**src/rtl/dmem_access_unit_pkg.sv**
```systemverilog
// Shared RV32I types for the data-memory access stage.
// Holds funct3 encodings, access FSM states and access size decoding.
package rv32i_types;

  typedef enum logic [2:0] {
    LB  = 3'b000,
    LH  = 3'b001,
    LW  = 3'b010,
    LBU = 3'b100,
    LHU = 3'b101
  } load_funct3_t;

  typedef enum logic [2:0] {
    SB = 3'b000,
    SH = 3'b001,
    SW = 3'b010
  } store_funct3_t;

  typedef enum logic [1:0] {
    IDLE,
    ACCESS,
    DONE
  } dmem_state_t;

  typedef enum logic [1:0] {
    SZ_B,
    SZ_H,
    SZ_W
  } acc_size_t;

  // Unlisted store encodings act as words; loads key off funct3[1:0].
  function automatic acc_size_t acc_size(
    input logic [2:0] f3,
    input logic       is_store
  );
    acc_size_t sz;
    sz = SZ_W;
    if (is_store) begin
      unique case (store_funct3_t'(f3))
        SB:      sz = SZ_B;
        SH:      sz = SZ_H;
        default: sz = SZ_W;
      endcase
    end else begin
      unique case (f3[1:0])
        2'b00:   sz = SZ_B;
        2'b01:   sz = SZ_H;
        default: sz = SZ_W;
      endcase
    end
    return sz;
  endfunction

endpackage

```
**src/rtl/dmem_access_unit_align.sv**
```systemverilog
// Byte-lane alignment for dmem accesses.
// Builds write masks, shifts store data up and load data down.
import rv32i_types::*;

module dmem_align (
  input  logic [2:0]  funct3,
  input  logic        is_store,
  input  logic [1:0]  offset,
  input  logic [31:0] wdata,
  input  logic [31:0] rdata_word,
  output logic [3:0]  wmask,
  output logic [31:0] wdata_sh,
  output logic [31:0] rdata_sh,
  output logic        misaligned
);

  acc_size_t  sz;
  logic [1:0] off;

  // Halves snap to the lower half-word, words to lane 0.
  always_comb begin
    sz         = acc_size(funct3, is_store);
    off        = offset;
    wmask      = 4'b1111;
    misaligned = 1'b0;
    unique case (sz)
      SZ_B: begin
        off   = offset;
        wmask = 4'b0001 << offset;
      end
      SZ_H: begin
        off        = {offset[1], 1'b0};
        wmask      = 4'b0011 << off;
        misaligned = offset[0];
      end
      default: begin
        off        = 2'b00;
        wmask      = 4'b1111;
        misaligned = |offset;
      end
    endcase
    wdata_sh = wdata << {off, 3'b000};
    rdata_sh = rdata_word >> {off, 3'b000};
  end

endmodule

```
**src/rtl/dmem_access_unit.sv**
```systemverilog
// Data-memory access stage: one load/store per request, dmem handshake.
// Define MISALIGN_TRAP_EN to fail misaligned half/word accesses without a bus cycle.
import rv32i_types::*;

module dmem_access_unit #(
  parameter int unsigned TIMEOUT_CYCLES = 255
) (
  input  logic        clk,
  input  logic        rst_n,
  input  logic        req_valid,
  input  logic        req_read,
  input  logic        req_write,
  input  logic [2:0]  funct3,
  input  logic [31:0] addr,
  input  logic [31:0] wdata,
  output logic        stall,
  output logic        done,
  output logic [31:0] rdata,
  output logic        access_err,
  output logic [31:0] dmem_address,
  output logic        dmem_read,
  output logic        dmem_write,
  output logic [3:0]  dmem_wmask,
  output logic [31:0] dmem_wdata,
  input  logic [31:0] dmem_rdata,
  input  logic        dmem_resp
);

  dmem_state_t state, state_nx;

  logic [7:0]  cnt;
  logic [2:0]  f3_q;
  logic [1:0]  off_q;
  logic        wr_q;
  logic        req_go;
  logic        tmo;
  logic        trap;
  logic [2:0]  a_f3;
  logic        a_st;
  logic [1:0]  a_off;
  logic [3:0]  mask;
  logic [31:0] wd_sh;
  logic [31:0] rd_sh;
  logic        mis;

  assign req_go = req_valid & (req_read | req_write);
  assign tmo    = (cnt == 8'(TIMEOUT_CYCLES - 1));

  assign a_f3  = (state == IDLE) ? funct3 : f3_q;
  assign a_st  = (state == IDLE) ? req_write : wr_q;
  assign a_off = (state == IDLE) ? addr[1:0] : off_q;

`ifdef MISALIGN_TRAP_EN
  assign trap = mis;
`else
  assign trap = mis & 1'b0;
`endif

  dmem_align u_align (
    .funct3     (a_f3),
    .is_store   (a_st),
    .offset     (a_off),
    .wdata      (wdata),
    .rdata_word (dmem_rdata),
    .wmask      (mask),
    .wdata_sh   (wd_sh),
    .rdata_sh   (rd_sh),
    .misaligned (mis)
  );

  // State register.
  always_ff @(posedge clk) begin
    if (!rst_n) state <= IDLE;
    else        state <= state_nx;
  end

  // Next state, stall and done pulse.
  always_comb begin
    state_nx = state;
    stall    = 1'b0;
    done     = 1'b0;
    unique case (state)
      IDLE: begin
        if (req_go) begin
          stall    = 1'b1;
          state_nx = trap ? DONE : ACCESS;
        end
      end
      ACCESS: begin
        stall = 1'b1;
        if (dmem_resp || tmo) state_nx = DONE;
      end
      DONE: begin
        done     = 1'b1;
        state_nx = IDLE;
      end
      default: state_nx = IDLE;
    endcase
  end

  // Request latch, bus strobes, timeout counter and result.
  always_ff @(posedge clk) begin
    if (!rst_n) begin
      dmem_read    <= 1'b0;
      dmem_write   <= 1'b0;
      dmem_wmask   <= 4'b0000;
      dmem_address <= 32'h0;
      dmem_wdata   <= 32'h0;
      rdata        <= 32'h0;
      access_err   <= 1'b0;
      cnt          <= 8'h0;
      f3_q         <= 3'b000;
      off_q        <= 2'b00;
      wr_q         <= 1'b0;
    end else begin
      unique case (state)
        IDLE: begin
          cnt <= 8'h0;
          if (req_go) begin
            f3_q         <= funct3;
            off_q        <= addr[1:0];
            wr_q         <= req_write;
            dmem_address <= {addr[31:2], 2'b00};
            if (trap) begin
              access_err <= 1'b1;
              rdata      <= 32'h0;
            end else begin
              dmem_read  <= ~req_write;
              dmem_write <= req_write;
              dmem_wmask <= req_write ? mask : 4'b0000;
              dmem_wdata <= wd_sh;
            end
          end
        end
        ACCESS: begin
          if (dmem_resp) begin
            dmem_read  <= 1'b0;
            dmem_write <= 1'b0;
            cnt        <= 8'h0;
            if (!wr_q) rdata <= rd_sh;
          end else if (tmo) begin
            dmem_read  <= 1'b0;
            dmem_write <= 1'b0;
            access_err <= 1'b1;
            rdata      <= 32'h0;
            cnt        <= 8'h0;
          end else begin
            cnt <= cnt + 8'h1;
          end
        end
        DONE: access_err <= 1'b0;
        default: ;
      endcase
    end
  end

endmodule

```
**config.mk**
```make
export PLATFORM = sky130hd
export DESIGN_NAME = dmem_access_unit
export DESIGN_NICKNAME = d
export VERILOG_FILES = /design/src/rtl/dmem_access_unit_pkg.sv /design/src/rtl/dmem_access_unit_align.sv /design/src/rtl/dmem_access_unit.sv
export SDC_FILE = /design/constraint.sdc
export NUM_CORES = 1
export LEC_CHECK = 0
export ABC_CLOCK_PERIOD_IN_PS = 2700
export CAP_MARGIN = 20
export CORE_UTILIZATION = 44
export CTS_BUF_LIST = sky130_fd_sc_hd__clkbuf_4
export DETAILED_ROUTE_END_ITERATION = 10
export HOLD_SLACK_MARGIN = 0.06
export PLACE_DENSITY = 0.82
export SLEW_MARGIN = 20
export SYNTH_ARGS = -nofsm -noshare
export SYNTH_HDL_FRONTEND = slang
export SYNTH_SLANG_ARGS = --single-unit
```
**constraint.sdc**
```tcl
create_clock -name clk -period 2.7 [get_ports clk]
set_clock_uncertainty 0.1 [all_clocks]
set_input_delay 0.27 -clock clk [delete_from_list [all_inputs] [get_ports clk]]
set_output_delay 0.27 -clock clk [all_outputs]
set_load 0.05 [all_outputs]
```
-- Yosys cells after proc, flatten, opt, wreduce, memory -nomap -nowiden
Cells that the tools add are included.
- $add $sub $neg: 1
- equal/unequal tests: 12
- shift-type cells: 4
- mux-type cells: 30
- bitwise gates (word level): 3
- reduce and logical (&&, ||, !) cells: 13
- operators by type and width (cell ; number):
    32-bit 2-to-1 mux ; 3
    32-bit by 5-bit << shifter with 32-bit output ; 1
    32-bit by 5-bit >> shifter with 32-bit output ; 1
    8-bit 2-to-1 mux ; 2
    2-bit case mux with 2 select lines ; 4
    8-bit case mux with 2 select lines ; 1
    2-bit inequality test (second input constant) ; 5
    1-bit 2-to-1 mux ; 9
    3-bit AND reduction ; 3
    8-bit by 1-bit adder with 8-bit output (second input constant) ; 1
    8-bit == test (second input constant) ; 1
    2-bit 2-to-1 mux ; 4
    1-bit case mux with 2 select lines ; 4
    4-bit case mux with 2 select lines ; 1
    2-bit by 1-bit == test with 1-bit output (second input constant) ; 3
    2-bit zero test ; 3
    2-bit nonzero test ; 3
    4-bit 2-to-1 mux ; 1
    2-bit AND reduction ; 2
    1-bit by 2-bit << shifter with 4-bit output (first input constant) ; 1
    2-bit by 2-bit << shifter with 4-bit output (first input constant) ; 1
    3-bit by 1-bit == test with 1-bit output (second input constant) ; 1
    3-bit zero test ; 1
    3-bit 2-to-1 mux ; 1
    other kinds (6) ; 6
- register bits: 117
- input bits: 105
- output and inout port bits: 105
- logic and storage cells: 75

-- Logic depth before layout (Yosys ltp)
- depth after elaboration: 10
- mapped depth: 9
- mapped depth without buffers: 7

-- Hierarchy
Synthesis repeated with hierarchy kept, for this count alone.
- cells, all modules: 798
- area, all modules: 6273.5 µm²
- modules (own cells, without submodules) (module ; instances ; cells each ; area each (µm²) ; sequential area each (µm²)):
    dmem_access_unit ; 1 ; 488 ; 4304.1 ; 2342.2
    dmem_align ; 1 ; 310 ; 1969.4 ; 0.0

-- Least setup slack after synthesis
No wires, ideal clock.
- kind: reg-to-reg
- start: register state[0]
- end: register dmem_wdata[23]
- library setup time: 0.125 ns
- data arrival time: 1.983 ns
- data required time: 2.475 ns
- setup slack: 0.491 ns
- cell stages (with the launch flop): 8
- path buffers: 2
- clock period less this slack: 2.209 ns
- cell sequence: dfxtp_1 buf_6 a2111o_1 o22ai_1 buf_4 mux2_2 a222oi_1 nor2b_1
- cells in the longest elaborated chain, start to end: 8
- elaborated cells between the ends (all ways): 16
- classes of those cells: 3 x eq/ne; 1 x shift; 7 x mux; 5 x reduce/logical
- RTL lines (item ; line ; source):
    start, declared ; dmem_access_unit.sv:29 ; dmem_state_t state, state_nx;
    start signal, assigned ; dmem_access_unit.sv:74 ; else state <= state_nx;
    2-bit zero test (*) ; -- ;
    3-bit 2-to-1 mux ; dmem_access_unit.sv:49 ; assign a_f3 = (state == IDLE) ? funct3 : f3_q;
    3-bit by 1-bit == test with 1-bit output (tied with other cells) ; dmem_access_unit_pkg.sv:39 ; unique case (store_funct3_t'(f3))
    2-bit case mux with 2 select lines (on tied branches) ; dmem_access_unit_pkg.sv:39, dmem_access_unit_pkg.sv:45 ;
    2-bit 2-to-1 mux ; dmem_access_unit_pkg.sv:38 ; if (is_store) begin
    2-bit by 1-bit == test with 1-bit output / 2-bit zero test (equally long branches) ; dmem_access_unit_align.sv:26 ; unique case (sz)
    2-bit case mux with 2 select lines ; dmem_access_unit_align.sv:26 ;
    32-bit by 5-bit << shifter with 32-bit output ; dmem_access_unit_align.sv:42 ; wdata_sh = wdata << {off, 3'b000};
    end signal, assigned ; dmem_access_unit.sv:131 ; dmem_wdata <= wd_sh;
    end, declared ; dmem_access_unit.sv:24 ; output logic [31:0] dmem_wdata,
Mark *: on every way between the ends. The rest lies on a longest branch, timed or not.
A chain may end at the register's enable or synchronous reset.

-- Worst setup path in the final report
- start: register state[1]
- end: output done
- cells in the longest elaborated chain, start to end: 2
- RTL lines (item ; line ; source):
    2-bit == test ; dmem_access_unit.sv:82 ; unique case (state)
    1-bit 2-to-1 mux ; dmem_access_unit.sv:82 ;
    end, declared ; dmem_access_unit.sv:17 ; output logic done,
No other way between the ends.

==> flow_metrics.tcl <==
set metrics [dict create \
    area_growth_pct 48.04 \
    clockBufferDepth 2 \
    hold_path_class "input pin to register" \
    grt_pass1_vias 5079 \
    async_flop_share_pct 0 \
    cts-root-buf "clkbuf_4" \
    p_leak_uw 0.002897 \
    grt_overflow 0 \
    grt-busiest-layer "met2" \
    design.core.area_mm2 0.01103 \
    irDropWorstVdd_mv 0.3336 \
    fillCellCount 881 \
    fmax_ghz 0.4025 \
    final_nets 884 \
    finalHoldViolations 0 \
    grt_max_degree 55 \
    worst_path_max_delay_cell "dfxtp_1" \
    antenna_found_initial 0 \
    hpwl_um 11720 \
    critPathCaptureType "primary output" \
    yosys.area.top_type "dfxtp_1" \
    avgSynthCellArea_um2 8.908 \
    yosysWarnings 0 \
    slew_violations 0 \
    clock_latency_ps 520 \
    htree_levels 4 \
    drcViolationCount 0 \
    numClockSinks 117 \
    setup_ws_ps 215.4 \
    multi_input_area_mm2 0.002510 \
    cp.depth 3 \
    run_status "finished clean" \
    rsz0062_at_grt "no" \
    finalSetupViolations 0 \
    dp_worst_setup_slack_ps 50.18 \
    synth_area_mm2 0.005069 \
    ys_seq_elements 117 \
    die_h_um 109.3 \
    drt_pass1_iterations 7 \
    crit_fanout 13 \
    cp_data_required_time_ps 2330 \
    hold_depth 3 \
    grtUsageMet2_pct 46.23 \
    finalInstanceArea_mm2 0.007503 \
    antenna_left 0 \
    place.gp.congestion 0.8671 \
    synth-edff-count 0 \
    drv_cap 0 \
    cts_hold_buf 0 \
    die_x_um 109.3 \
    dpl_cell_area_mm2 0.007293 \
    power_density_mw_per_mm2 531.0 \
    critPathKind "register to primary output" \
    routed_wl_um 15960 \
    synth.area.top_cells "dfxtp_1 (46%), nand2_1 (8.0%), mux2i_1 (7.3%)" \
    diodes 0 \
    slew_headroom_pct 35.93 \
    grt.total_usage_pct 26.96 \
    synth-seq-area-share_pct 46.21 \
    path_buf_inv 2 \
    synth_top_area_share_pct 46.21 \
    cts-resized-gates 1 \
    netlist_instances 569 \
    cts_tree "built" \
    fp-row-count 38 \
    cts_buffers 17 \
    wl_per_cell_um 17.20 \
    vias 5147 \
    cts_setup_buffers 0 \
    start_kind "register" \
    grtUsageMet3_pct 8.773 \
    seq_area_mm2 0.002342 \
    tightest_slew_ps 951.0 \
    critPathArrivalTime_ps 2110 \
    grt_pass1_wl_um 24710 \
    worstPathCellList "inv_1 -> nor2_1 -> dlygate4sd2_1" \
    io_pins 210 \
    fin_tns_setup_ps 0 \
    crit_family "buffers and inverters" \
    port_buffers 207 \
    clkTransAtPathRegs_ps 100 \
    start_util_pct 45.95 \
    drtIter0Drc 366 \
    die-area_mm2 0.01195 \
    use_met1_pct 29.80 \
    drive_gt1_share_pct 7.868 \
    synth-main-ff-cell "dfxtp_1" \
    reg2regPathDepth 6 \
    vias_per_cell 5.546 \
    crit_path_max_incr_delay_ps 610 \
    post-route-period-util_pct 92.02 \
    yosys.cell_types.count 51 \
    period_minus_slack_ps 2485 \
]
## stage by stage
step / cells / util, % / hold slack [ps] / power, uW
global route: 928 / 68.02 / 143.2 / 4149
floorplan: 570 / - / 306.0 / 2536
global placement: 898 / 66.12 / 340.9 / 2955
detailed placement: 898 / 66.12 / 348.7 / 2981
CTS: 928 / 68.02 / 146.0 / 4006
finish: 928 / 68.02 / 185.2 / 3984
## cells in the final DEF (no fill, tap or decap), types with 4 or more instances in the layout
| cell | count |
|---|---|
| a21boi_0 | 9 |
| a21oi_1 | 41 |
| a221o_1 | 5 |
| a222oi_1 | 8 |
| a22oi_1 | 17 |
| a2bb2oi_1 | 4 |
| and2_1 | 19 |
| buf_4 | 22 |
| clkbuf_4 | 19 |
| clkdlybuf4s50_1 | 205 |
| clkinv_1 | 9 |
| dfxtp_1 | 117 |
| inv_1 | 4 |
| mux2_2 | 11 |
| mux2i_1 | 37 |
| nand2_1 | 107 |
| nor2_1 | 37 |
| nor2b_1 | 20 |
| o21a_1 | 11 |
| o21ai_0 | 21 |
| o221ai_1 | 8 |
| o2bb2ai_1 | 6 |
## path summary, 6_finish.rpt
check,start,endpoint,slack (ps)
max,state[1],done,220
min,addr[3],dmem_address[3],190
max reg2reg,state[1],rdata[19],230
min reg2reg,dmem_wdata[31],dmem_wdata[31],360
## routing by layer
layer | part of all wire [%] | vias up
li1 | - | 2438
met1 | 39 | 2458
met2 | 50 | 214
met3 | 8.3 | 37
met4 | 2.8 | 0
met5 | 0 | -
## state kept, by name, indices dropped and copies added, names as in the netlist, 2 cells and up
register,flops
dmem_wmask,4
off_q,2
rdata,32
f3_q,3
state,2
cnt,8
dmem_wdata,32
dmem_address,30
## area by class of cell
class                      count  share of cell area (%)
timing repair buffer         229                   29.93
clock inverter                11                  0.9171
tap                          140                   2.334
inverter                       5                  0.2501
clock buffer                  19                   1.901
sequential                   117                   31.22
multi-input combinational    407                   33.45
## synth_stat cells, drive strengths merged, types with 2 or more instances
master / count
nand3: 2
a311oi: 3
a21oi: 41
nand2b: 3
o2bb2ai: 6
a2bb2oi: 4
a31oi: 3
mux2i: 37
nand4: 2
o21a: 11
a21boi: 9
nor2: 37
nor3: 2
o21ai: 21
clkbuf: 28
nand2: 108
nor3b: 2
buf: 13
mux2: 11
o221ai: 8
ha: 2
a22oi: 17
o22a: 3
or3b: 3
and2: 19
dfxtp: 117
a32oi: 3
a221o: 5
nor2b: 20
a222oi: 8
and3: 2
inv: 5
## worst reg2reg max path, cell delays in order, from the launching register on
cell and delay, ps:
dfxtp_1 460, o2bb2ai_1 360, o22a_2 490, buf_4 370, mux2i_1 330, o2bb2ai_1 110, and2_1 160
## cells by family (layout without fill, tap and decap cells)
family                     count (synthesis)  count (layout)  share of synthesized area [%]
and+or+nand+nor                          204             204                          18.27
AOI/OAI and AO/OA                        151             151                          20.79
DFF                                      117             117                          46.21
muxes                                     48              48                          9.751
buffers and inverters                     46             264                          4.418
adders and majority gates                  2               2                         0.4936
other                                      1               2                        0.07398
## power breakdown
part           switching, uW  internal, uW
combinational            632           441
sequential              57.5          1820
clock                    600           437
total                   1290          2690
(Power assumes the default switching activity.)
